[src/rtl/timer_pkg.sv]
// Shared types and helpers for the MM:SS timer.
// Seconds field width and the preset clamp live here.
package timer_pkg;

  typedef enum logic [1:0] {
    IDLE,
    RUN,
    HOLD,
    DONE
  } state_t;

  localparam int SEC_W = 6;
  localparam int SEC_MAX_DEF = 59;

  function automatic logic [SEC_W-1:0] sec_clamp(
    input logic [SEC_W-1:0] s,
    input logic [SEC_W-1:0] smax
  );
    return (s > smax) ? smax : s;
  endfunction

endpackage

[src/rtl/timer_prescaler.sv]
// Divides SYSCLK down to one tick per counted second.
// Count holds while disabled so a paused run resumes mid-second.
module timer_prescaler #(
  parameter int TICK_DIV = 50000000
) (
  input  logic SYSCLK,
  input  logic RST,
  input  logic enable,
  input  logic clear,
  output logic tick
);

  localparam int CW = (TICK_DIV > 1) ? $clog2(TICK_DIV) : 1;
  localparam logic [CW-1:0] LAST = CW'(TICK_DIV - 1);
  localparam logic [CW-1:0] ONE = CW'(1);

  logic [CW-1:0] cnt;

  assign tick = enable && (cnt == LAST);

  always_ff @(posedge SYSCLK or posedge RST) begin
    if (RST) begin
      cnt <= '0;
    end else if (clear) begin
      cnt <= '0;
    end else if (enable) begin
      cnt <= tick ? '0 : cnt + ONE;
    end
  end

endmodule

[src/rtl/timer_mmss_ctrl.sv]
// MM:SS up/down timer with pause, clear and expiry flags.
// Preset and direction are frozen at START.
module timer_mmss_ctrl
  import timer_pkg::*;
#(
  parameter int MIN_W = 6,
  parameter int TICK_DIV = 50000000,
  parameter int SEC_MAX = SEC_MAX_DEF
) (
  input  logic             SYSCLK,
  input  logic             RST,
  input  logic [MIN_W-1:0] TIME_MIN,
  input  logic [SEC_W-1:0] TIME_SEC,
  input  logic             MODE_DOWN,
  input  logic             START,
  input  logic             PAUSE,
  input  logic             CLEAR,
  output logic [MIN_W-1:0] MINUTE,
  output logic [SEC_W-1:0] SECOND,
  output logic             TICK,
  output logic             RUNNING,
  output logic             TIME_UP,
  output logic             EXPIRED
);

  localparam logic [SEC_W-1:0] SMAX = SEC_W'(SEC_MAX);
  localparam logic [SEC_W-1:0] S1 = SEC_W'(1);
  localparam logic [MIN_W-1:0] M1 = MIN_W'(1);

  state_t           state;
  logic [MIN_W-1:0] pm;
  logic [SEC_W-1:0] ps;
  logic             down_q;
  logic             tick;
  logic [SEC_W-1:0] ps_cap;
  logic             preset_zero;
  logic [MIN_W-1:0] nxt_min;
  logic [SEC_W-1:0] nxt_sec;
  logic             at_target;

  timer_prescaler #(
    .TICK_DIV(TICK_DIV)
  ) u_presc (
    .SYSCLK(SYSCLK),
    .RST   (RST),
    .enable(state == RUN),
    .clear (CLEAR | START),
    .tick  (tick)
  );

  assign ps_cap = sec_clamp(TIME_SEC, SMAX);
  assign preset_zero = (TIME_MIN == '0) && (ps_cap == '0);

  always_comb begin
    nxt_min = MINUTE;
    nxt_sec = SECOND;
    if (down_q) begin
      if (SECOND == '0) begin
        nxt_sec = SMAX;
        nxt_min = MINUTE - M1;
      end else begin
        nxt_sec = SECOND - S1;
      end
    end else begin
      if (SECOND == SMAX) begin
        nxt_sec = '0;
        nxt_min = MINUTE + M1;
      end else begin
        nxt_sec = SECOND + S1;
      end
    end
    at_target = down_q ? (nxt_min == '0 && nxt_sec == '0)
                       : (nxt_min == pm && nxt_sec == ps);
  end

  always_ff @(posedge SYSCLK or posedge RST) begin
    if (RST) begin
      state   <= IDLE;
      pm      <= '0;
      ps      <= '0;
      down_q  <= 1'b0;
      MINUTE  <= '0;
      SECOND  <= '0;
      TICK    <= 1'b0;
      RUNNING <= 1'b0;
      TIME_UP <= 1'b0;
      EXPIRED <= 1'b0;
    end else begin
      TICK    <= 1'b0;
      TIME_UP <= 1'b0;
      if (CLEAR) begin
        state   <= IDLE;
        MINUTE  <= '0;
        SECOND  <= '0;
        RUNNING <= 1'b0;
        EXPIRED <= 1'b0;
      end else if (START) begin
        pm      <= TIME_MIN;
        ps      <= ps_cap;
        down_q  <= MODE_DOWN;
        EXPIRED <= 1'b0;
        MINUTE  <= MODE_DOWN ? TIME_MIN : '0;
        SECOND  <= MODE_DOWN ? ps_cap : '0;
        state   <= preset_zero ? DONE : RUN;
        RUNNING <= !preset_zero;
      end else begin
        unique case (state)
          RUN: begin
            if (tick) begin
              TICK   <= 1'b1;
              MINUTE <= nxt_min;
              SECOND <= nxt_sec;
            end
            // a tick landing with PAUSE is applied before holding
            if (tick && at_target) begin
              state   <= DONE;
              RUNNING <= 1'b0;
            end else if (PAUSE) begin
              state <= HOLD;
            end
          end
          HOLD: begin
            if (!PAUSE) state <= RUN;
          end
          DONE: begin
            state   <= IDLE;
            TIME_UP <= 1'b1;
            EXPIRED <= 1'b1;
          end
          default: ;
        endcase
      end
    end
  end

endmodule

[config.mk]
export PLATFORM = sky130hd
export DESIGN_NAME = timer_mmss_ctrl
export DESIGN_NICKNAME = d
export VERILOG_FILES = /design/src/rtl/timer_pkg.sv /design/src/rtl/timer_prescaler.sv /design/src/rtl/timer_mmss_ctrl.sv
export SDC_FILE = /design/constraint.sdc
export NUM_CORES = 1
export LEC_CHECK = 0
export CORE_UTILIZATION = 35
export DETAILED_ROUTE_END_ITERATION = 12
export GPL_ROUTABILITY_DRIVEN = 0
export GPL_TIMING_DRIVEN = 0
export HOLD_SLACK_MARGIN = 0.08
export SKIP_LAST_GASP = 1
export SLEW_MARGIN = 40
export SYNTH_ARGS = -nofsm -noshare
export SYNTH_HDL_FRONTEND = slang
export SYNTH_SLANG_ARGS = --single-unit
[constraint.sdc]
create_clock -name SYSCLK -period 3.1 [get_ports SYSCLK]
set_clock_uncertainty 0.05 [all_clocks]
set_input_delay 0.62 -clock SYSCLK [delete_from_list [all_inputs] [get_ports SYSCLK]]
set_output_delay 0.62 -clock SYSCLK [all_outputs]
set_load 0.005 [all_outputs]
==> out/qor.yml, run 1 <==
place:
  io_buffer_count: 33
  dpl_cell_area_mm2: 0.00412
  place_ws_ns: -0.505
  hpwl_um: 6850
  placed_cells: 579
floorplanning:
  core.rowCount: 36
  core-area_mm2: 0.00986
  dieWidth_um: 103
  ios: 34
  die-area_mm2: 0.0107
  start_util: 0.365
  die_y_um: 103
grt:
  grt_pass1_vias: 3259
  grt_pass1_wl_um: 15900
  grt_max_degree: 31
  gr-usage-all-layers: 0.197
  grt.overflow.total: 0
  antenna_found_initial: 0
timing:
  finalHoldViolCount: 0
  relSlewSlack: 0.554
  period_needed_ns: 3.03
  hold_ws_ns: 0.452
  finalSetupViolations: 0
  fin_ws_ns: 0.0720
  clock.fmax_ghz: 0.330
  slew_viol_final: 0
  worstMarginPinSlew_ns: 0.669
  setup_tns_ns: 0
  post-route-period-util: 0.977
routing:
  remaining_drc_errors: 0
  wl_per_cell_um: 16.5
  via_count: 3294
  detail-route-antenna-nets: 0
  vias_per_cell: 5.51
  drtPass1Iterations: 5
  drt_iter0_drc: 169
  drt-total-wl_um: 9890
setup_path:
  worstRegToRegCells: 9
  critPathMaxFanout: 4
  worst_ep_arrival_time_ns: 3.26
  cp.required_ns: 3.34
  cp-start-kind: "flip-flop"
  endpoint_kind: "flip-flop"
  critPathKind: "flip-flop to flip-flop"
finish:
  nNetsFinal: 483
  fill_cells: 959
  fin_area_mm2: 0.00446
  drive_gt1_frac: 0.116
  finalNonFillerCells: 598
  syn_to_final_growth_pct: 24.0
  fin_util: 0.452
  insertedDiodeCount: 0
logic_synthesis:
  synth_edf_count: 0
  synth_most_common_cell: "dfrtp_1"
  yosysTopAreaCellShare: 0.396
  synth-seq-cells: 57
  synth_cells: 412
  synth.distinct_cells: 56
  synth_area_per_cell_um2: 8.74
  yosysSeqAreaShare: 0.396
  synth.cell_area_mm2: 0.00360
  async_reset_ff_frac: 1.00
  syn_nets: 435
  synth_area_leader_cell: "dfrtp_1"
  synthTopCellsByArea: "dfrtp_1 40%, xor2_1 4.6%, nor2_1 4.6%"
  ys_top_cells_by_count: "57 x dfrtp_1, 44 x nor2_1, 41 x nand2_1, 29 x o21ai_0, 28 x a21oi_1"
  yosysWarnings: 0
  synthFlopType: "dfrtp_1"
flow_run:
  maxCapViolations: 0
power:
  clock_power_share: 0.407
  p_per_area_mw_per_mm2: 453
  p_sw_mw: 0.562
  vdd_drop_max_mv: 0.261
  p_comb_frac: 0.187
  p_seq_frac: 0.406
  switching_share: 0.278
  leakage_nw: 1.79
  power.total_mw: 2.02
  internal_power_mw: 1.46
clock_tree:
  root_buffer: "clkbuf_8"
  clock_sinks: 57
  cts_tree: "done"
  htreeDepth: 3
  clkTransAtPathRegs_ns: 0.07
  clock_path_buffers: 2
  insertion_delay_ns: 0.35
  holdBufCountCts: 0
  cts_inserted_buffers: 9
worst_hold_path:
  whs_path_depth: 2
  hold_path.class: "flip-flop to flip-flop"
outcome:
  status: "finished, final reports clean"
-- layout by cell type (no fill, tap or decap), types with 4 or more instances in the layout --
cell type / n
clkdlybuf4s50_1: 33
xnor2_1: 10
buf_4: 5
mux2_2: 10
xor2_1: 19
o31ai_1: 5
and2_1: 5
ha_1: 4
nor3_1: 9
or3_1: 4
clkbuf_8: 11
and3_1: 9
o21ai_0: 29
inv_1: 10
clkbuf_1: 14
a21oi_1: 27
nand4_1: 10
nor2_1: 43
a31oi_1: 5
dfrtp_1: 55
nor2b_1: 5
nand2_1: 41
nand2b_1: 7
nand3_1: 21
-- layout make-up --
type | instances | area (µm²) | area share
Buffer | 18 | 75.1 | 0.0168
Clock buffer | 12 | 155 | 0.0348
Inverter | 11 | 43.8 | 0.00981
Clock inverter | 4 | 73.8 | 0.0165
Timing Repair Buffer | 38 | 380 | 0.0852
Tap cell | 133 | 166 | 0.0373
Sequential cell | 57 | 1430 | 0.320
Multi-Input combinational cell | 325 | 2140 | 0.479
-- path summary, 6_finish.rpt --
path                                start               to  slack, ns
worst max-delay path            SECOND[0]         state[0]       0.07
worst min-delay path              EXPIRED          EXPIRED       0.45
worst max register to register  SECOND[0]         state[0]       0.07
worst min register to register    EXPIRED          EXPIRED       0.45
max in group asynchronous             RST  u_presc.cnt[19]       1.93
min in group asynchronous             RST        SECOND[3]       0.59
-- kinds of logic after synthesis --
logic type | Yosys count | synth area share
simple gates | 182 | 0.264
compound gates | 96 | 0.169
flops | 57 | 0.396
xor+xnor | 32 | 0.0893
buf+inv | 30 | 0.0334
mux | 10 | 0.0313
fa+ha+maj | 5 | 0.0174
-- sequential cells by signal, indices dropped and copies added, names as in the netlist --
name         count
u_presc.cnt     26
MINUTE           6
SECOND           6
pm               6
ps               6
state            2
EXPIRED          1
RUNNING          1
TICK             1
TIME_UP          1
down_q           1
-- worst max-delay path: stages (launching register included) --
cell and delay (ns):
dfrtp_2 0.46, buf_4 0.17, or4b_1 0.52, nand3_1 0.10, o22ai_1 0.12, and2_1 0.20
or4b_1 0.50, or4_4 0.44, a2bb2oi_4 0.19, o221a_2 0.21
-- per-layer routing --
layer | up-vias | wire [µm] | global-route usage
met5 | - | 0 | 0
met3 | 21 | 520 | 0.0497
met2 | 100 | 4820 | 0.325
li1 | 1579 | - | -
met1 | 1594 | 4300 | 0.247
met4 | 0 | 241 | 0.0823
-- what timing repair did --
item	in CTS	in global routing
gates resized for setup	8	10
endpoints found under the setup margin	3	3
pin swaps	3	2
setup buffers	3	1
-- power groups by stage --
stage               clock network [mW]  registers (mW)  logic (mW)
floorplan                            0           0.822       0.240
global placement                     0           0.830       0.349
detailed placement                   0           0.832       0.355
CTS                              0.839           0.817       0.365
global route                     0.876           0.825       0.418
finish                           0.823           0.820       0.379
Note: power is estimated with default switching activity, not from simulation.
==> run 2: changes to the inputs <==
--- a/config.mk
+++ b/config.mk
@@ -8,7 +8,6 @@
 export CORE_UTILIZATION = 35
 export DETAILED_ROUTE_END_ITERATION = 12
 export GPL_ROUTABILITY_DRIVEN = 0
-export GPL_TIMING_DRIVEN = 0
 export HOLD_SLACK_MARGIN = 0.08
 export SKIP_LAST_GASP = 1
 export SLEW_MARGIN = 40
==> run 2 against run 1 <==
Compared with the run above: die area is the same; design area shrank 1.1%; critical path depth is the same; non-clock buffer count shrank 2; clock-buffer cell count shrank 3; first-iteration DRC count shrank 3.0%; global-route usage shrank 0.11 points; core utilization shrank 0.48 points; sequential share of layout area grew 0.32 points; clock power shrank 4.5%; sequential cell count is the same; critical endpoint unchanged.
==> out/qor.yml, run 2 (synthesized netlist as in run 1, its figures left out) <==
outcome:
  status: "finished, final reports clean"  # unchanged
clock_tree:
  insertion_delay_ns: 0.35  # about the same
  postCtsSetupRepairBufs: 0  # was 3
  holdBufCountCts: 0  # unchanged
  clock_path_buffers: 2  # unchanged
  root_buffer: "clkbuf_8"  # unchanged
  post_cts_resized: 0  # was 8
  clock_sinks: 57  # unchanged
  clkTransAtPathRegs_ns: 0.07  # about the same
  cts_inserted_buffers: 9  # unchanged
  cts_tree: "done"  # unchanged
  htreeDepth: 3  # unchanged
setup_path:
  cp_top_family: "simple AND/OR/NAND/NOR gates"  # unchanged
  worst_ep_arrival_time_ns: 3.21  # was 3.26 ns
  cp_slowest_cell: "or4_1"  # was or4b_1
  regToRegSetupSlack_ns: 0.13  # was 0.07 ns
  worst_path_largest_cell_delay_ns: 0.54  # was 0.52 ns
  crit_chain: "ha_2 > or3b_2 > or4_1 > and2_1 > xnor2_1 > a211oi_1 > nand4b_1 > a2bb2oi_4 > o221a_2"  # was buf_4 > or4b_1 > nand3_1 > o22ai_1 > and2_1 > or4b_1 > or4_4 > a2bb2oi_4 > o221a_2
  critPathCapture: "state[0]"  # unchanged
  cp-start-kind: "flip-flop"  # unchanged
  r2r_start: "SECOND[0]"  # unchanged
  startpoint: "SECOND[0]"  # unchanged
  worstRegToRegCells: 9  # unchanged
  critPathKind: "flip-flop to flip-flop"  # unchanged
  critPathBufInv: 0  # was 1
  endpoint_kind: "flip-flop"  # unchanged
  cp.depth: 9  # unchanged
  timing.rr.end: "state[0]"  # unchanged
  cp.required_ns: 3.34  # about the same
  critPathMaxFanout: 6  # was 4
flow_run:
  maxCapViolations: 0  # unchanged
power:
  p_comb_frac: 0.189  # was 0.187
  clock_power_share: 0.397  # was 0.407
  switching_share: 0.284  # was 0.278
  internal_power_mw: 1.42  # was 1.46 mW
  p_sw_mw: 0.562  # about the same
  p_seq_frac: 0.415  # was 0.406
  p_per_area_mw_per_mm2: 449  # was 453 mW/mm²
  leakage_nw: 1.81  # was 1.79 nW
  vdd_drop_max_mv: 0.251  # was 0.261 mV
floorplanning:
  core-area_mm2: 0.00986  # unchanged
  core.rowCount: 36  # unchanged
  ios: 34  # unchanged
  die_y_um: 103  # unchanged
  dieWidth_um: 103  # unchanged
  die-area_mm2: 0.0107  # unchanged
  start_util: 0.365  # unchanged
finish:
  finalNonFillerCells: 596  # was 598
  fin_util: 0.448  # was 0.452
  insertedDiodeCount: 0  # unchanged
  regArea_mm2: 0.00143  # about the same
  fill_cells: 961  # was 959
  mostFrequentLayoutCell: "dfrtp_1"  # unchanged
  multi_input_area_mm2: 0.00207  # was 0.00214 mm²
  largest_reg_flops: 26  # unchanged
  nNetsFinal: 481  # was 483
  regMostFlops: "u_presc.cnt"  # unchanged
  drive_gt1_frac: 0.130  # was 0.116
  syn_to_final_growth_pct: 22.7  # was 24.0%
  final_cell_mix: "56 x dfrtp_1, 43 x nor2_1, 41 x nand2_1"  # was 55 x dfrtp_1, 43 x nor2_1, 41 x nand2_1
routing:
  wl_per_cell_um: 16.2  # was 16.5 µm
  remaining_drc_errors: 0  # unchanged
  drt-total-wl_um: 9660  # was 9890 µm
  vias_per_cell: 5.44  # was 5.51
  detail-route-antenna-nets: 0  # unchanged
  drt_iter0_drc: 164  # was 169
  drtPass1Iterations: 4  # was 5
  via_count: 3244  # was 3,294
place:
  io_buffer_count: 33  # unchanged
  place_ws_ns: 0.110  # was -0.505 ns
  placed_cells: 580  # was 579
  hpwl_um: 7060  # was 6850 µm
timing:
  post-route-period-util: 0.959  # was 0.977
  rsz0062_at_grt: "false"
  fin_ws_ns: 0.128  # was 0.0720 ns
  clock.fmax_ghz: 0.336  # was 0.330 GHz
  worstMarginPinSlew_ns: 0.553  # was 0.669 ns
  finalSetupViolations: 0  # unchanged
  period_needed_ns: 2.97  # was 3.03 ns
  finalHoldViolCount: 0  # unchanged
  relSlewSlack: 0.631  # was 0.554
  slew_viol_final: 0  # unchanged
  setup_tns_ns: 0  # unchanged
grt:
  gr-usage-all-layers: 0.196  # was 0.197
  grt.overflow.total: 0  # unchanged
  antenna_found_initial: 0  # unchanged
  grt_pass1_wl_um: 15700  # was 15,900 µm
  grt_max_degree: 29  # was 31
  grt_pass1_vias: 3080  # was 3,259
worst_hold_path:
  hold_path.class: "flip-flop to flip-flop"  # unchanged
[run 2: cell types whose count changed in the layout (fill, tap and decap cells not counted), sizes merged]
cell      change
clkbuf       -16
clkinvlp      +2
buf          +11
clkinv        +1
[run 2: how the worst min path moves through the flow]
stage,from,endpoint,slack [ns],depth (start not counted)
floorplan,u_presc.cnt[22],u_presc.cnt[22],0.41,1
global placement,u_presc.cnt[22],u_presc.cnt[22],0.44,1
detailed placement,u_presc.cnt[22],u_presc.cnt[22],0.44,1
CTS,u_presc.cnt[22],u_presc.cnt[22],0.46,1
global route,u_presc.cnt[22],u_presc.cnt[22],0.47,1
finish,EXPIRED,EXPIRED,0.45,2
[run 2: cell type report]
| cell class | instances | share of cell area |
|---|---|---|
| clock inverter | 7 | 0.0213 |
| tap | 133 | 0.0377 |
| clock buffer | 9 | 0.0281 |
| timing repair buffer | 54 | 0.111 |
| multi-input combinational | 325 | 0.470 |
| inverter | 11 | 0.00935 |
| sequential | 57 | 0.323 |
[run 2: power groups by stage]
stage | logic (mW) | clock network [mW] | registers (mW)
2_1_floorplan | 0.240 | 0 | 0.822
5_1_grt | 0.416 | 0.836 | 0.826
3_3_place_gp | 0.365 | 0 | 0.833
6_report | 0.374 | 0.786 | 0.822
4_1_cts | 0.372 | 0.801 | 0.820
3_5_place_dp | 0.371 | 0 | 0.834
[run 2: worst reg2reg max path: stages, from the launching register on]
cell and delay (ns):
dfrtp_2 0.40, ha_2 0.23, or3b_2 0.47, or4_1 0.54, and2_1 0.25, xnor2_1 0.14, a211oi_1 0.23, nand4b_1 0.18
a2bb2oi_4 0.23, o221a_2 0.20
[run 2: routing by layer]
metal / global-route usage / up-vias / share of wire
li1: - / 1582 / -
met1: 0.248 / 1591 / 0.47
met2: 0.337 / 59 / 0.49
met3: 0.0430 / 12 / 0.029
met4: 0.0574 / 0 / 0.015
met5: 0 / - / 0
[run 2: stage by stage]
step	total power, mW	hold slack [ns]	cell area (µm²)
finish	1.98	0.455	4420
global route	2.08	0.474	4420
CTS	1.99	0.457	4390
detailed placement	1.20	0.440	4180
global placement	1.20	0.439	4180
floorplan	1.06	0.410	3600
==> run 3: changes to the inputs <==
--- a/config.mk
+++ b/config.mk
@@ -5,6 +5,7 @@
 export SDC_FILE = /design/constraint.sdc
 export NUM_CORES = 1
 export LEC_CHECK = 0
+export CORE_ASPECT_RATIO = 0.6
 export CORE_UTILIZATION = 35
 export DETAILED_ROUTE_END_ITERATION = 12
 export GPL_ROUTABILITY_DRIVEN = 0
==> run 3 against run 2 <==
Compared with the run above: cell count up 0.50%; combinational power up 4%; sequential power up 0.6%; clock-buffer cell count up 1; via count up 5.5%; first-iteration DRC count up 130%; setup slack worse by 0.0082 ns; fmax down 0.28%; non-clock buffer count up 1; core utilization up 0.72 points.
==> out/qor.yml, run 3 (synthesized netlist as in run 1, its figures left out) <==
clock_tree:
  holdBufCountCts: 0  # unchanged
  insertion_delay_ns: 0.34  # was 0.35 ns
  htreeDepth: 3  # unchanged
  clock_sinks: 57  # unchanged
  cts_tree: "done"  # unchanged
  root_buffer: "clkbuf_16"  # was clkbuf_8
  cts_inserted_buffers: 9  # unchanged
  clock_path_buffers: 2  # unchanged
  clkTransAtPathRegs_ns: 0.05  # was 0.07 ns
timing:
  finalHoldViolCount: 0  # unchanged
  hold_ws_ns: 0.459  # was 0.455 ns
  rsz0062_at_grt: "false"  # unchanged
  slew_viol_final: 0  # unchanged
  relSlewSlack: 0.618  # was 0.631
  clock.fmax_ghz: 0.336  # about the same
  setup_tns_ns: 0  # unchanged
  worstMarginPinSlew_ns: 0.573  # was 0.553 ns
  post-route-period-util: 0.961  # was 0.959
  finalSetupViolations: 0  # unchanged
  period_needed_ns: 2.98  # was 2.97 ns
finish:
  syn_to_final_growth_pct: 25.3  # was 22.7%
  largest_reg_flops: 26  # unchanged
  regMostFlops: "u_presc.cnt"  # unchanged
  final_cell_mix: "55 x dfrtp_1, 44 x nor2_1, 41 x nand2_1"  # was 56 x dfrtp_1, 43 x nor2_1, 41 x nand2_1
  drive_gt1_frac: 0.134  # was 0.130
  insertedDiodeCount: 0  # unchanged
  mostFrequentLayoutCell: "dfrtp_1"  # unchanged
  fin_area_mm2: 0.00451  # was 0.00442 mm²
  nNetsFinal: 482  # was 481
setup_path:
  critPathKind: "flip-flop to flip-flop"  # unchanged
  endpoint_kind: "flip-flop"  # unchanged
  critPathMaxFanout: 5  # was 6
  worst_ep_arrival_time_ns: 3.20  # was 3.21 ns
  regToRegSetupSlack_ns: 0.12  # was 0.13 ns
  cp.required_ns: 3.32  # was 3.34 ns
  cp-start-kind: "flip-flop"  # unchanged
grt:
  grt_max_degree: 58  # was 29
  grt_pass1_vias: 3169  # was 3,080
  grt.overflow.total: 0  # unchanged
  gr-usage-all-layers: 0.220  # was 0.196
  antenna_found_initial: 0  # unchanged
  grt_pass1_wl_um: 17500  # was 15,700 µm
routing:
  remaining_drc_errors: 0  # unchanged
  drt_iter0_drc: 381  # was 164
  top_layer: "met4"  # unchanged
  routed-wl-met2_um: 4400  # was 4710 µm
  detail-route-antenna-nets: 0  # unchanged
  dr_wl_met3_um: 936  # was 276 µm
  via_count: 3422  # was 3,244
  wl_per_cell_um: 18.2  # was 16.2 µm
  drtPass1Iterations: 5  # was 4
  wl_met1_um: 5420  # was 4530 µm
  vias_per_cell: 5.71  # was 5.44
  drt-total-wl_um: 10900  # was 9660 µm
floorplanning:
  core-area_mm2: 0.00991  # was 0.00986 mm²
  start_util: 0.363  # was 0.365
  dieWidth_um: 133  # was 103 µm
  ios: 34  # unchanged
  die_y_um: 80.6  # was 103 µm
  core.rowCount: 28  # was 36
  die-area_mm2: 0.0107  # about the same
power:
  vdd_drop_max_mv: 0.276  # was 0.251 mV
  power.total_mw: 2.21  # was 1.98 mW
  leakage_nw: 1.86  # was 1.81 nW
  p_per_area_mw_per_mm2: 489  # was 449 mW/mm²
outcome:
  status: "finished, final reports clean"  # unchanged
worst_hold_path:
  hold_path.class: "flip-flop to flip-flop"  # unchanged
place:
  io_buffer_count: 33  # unchanged
  hpwl_um: 7880  # was 7060 µm
  dpl_cell_area_mm2: 0.00418  # about the same
flow_run:
  maxCapViolations: 0  # unchanged
[run 3: per-stage QoR]
stage	std cells	util	worst slack, ns
after global routing	599	0.455	0.0221
final	599	0.455	0.120
after floorplan	412	-	0.0558
after CTS	597	0.452	0.0415
after detailed placement	581	0.422	0.0536
after global placement	581	0.422	0.107
[run 3: worst paths after layout]
path	from	end	cells past startpoint
setup / recovery	SECOND[0]	state[0]	9
hold / removal	u_presc.cnt[22]	u_presc.cnt[22]	1
setup reg to reg	SECOND[0]	state[0]	9
hold reg to reg	u_presc.cnt[22]	u_presc.cnt[22]	1
max in group asynchronous	RST	SECOND[1]	3
min in group asynchronous	RST	u_presc.cnt[22]	3
[run 3: routing by layer]
layer  track usage  up-vias
li1              -     1580
met1         0.331     1691
met2         0.301      138
met3        0.0524       13
met4        0.0690        0
met5             0        -
[run 3: what timing repair did]
action                                  CTS  global route
resized for setup                         0             5
endpoints found under the setup margin    0             3
setup buffers                             0             2
[run 3: cell type report]
class	instances	area, µm²
multi-input cells	325	2070
flip-flops and latches	57	1430
inverters	11	41.3
well taps	135	169
repair buffers	55	508
clock inverters	6	57.6
fillers	990	5410
clock buffers	10	239
[run 3: critical path, stage by stage (launching register included)]
cell,delay (ns)
dfrtp_2,0.43
buf_4,0.15
or4b_1,0.51
nand3_1,0.09
o22ai_1,0.13
and2_1,0.22
or4b_1,0.50
or4_1,0.44
a2bb2oi_2,0.19
o221a_2,0.20
[run 3: where the power goes]
| group | switching, mW | total (mW) | internal (mW) | leakage, nW |
|---|---|---|---|---|
| logic | 0.201 | 0.388 | 0.187 | 0.958 |
| registers | 0.0444 | 0.827 | 0.782 | 0.754 |
| clock network | 0.353 | 0.990 | 0.637 | 0.148 |
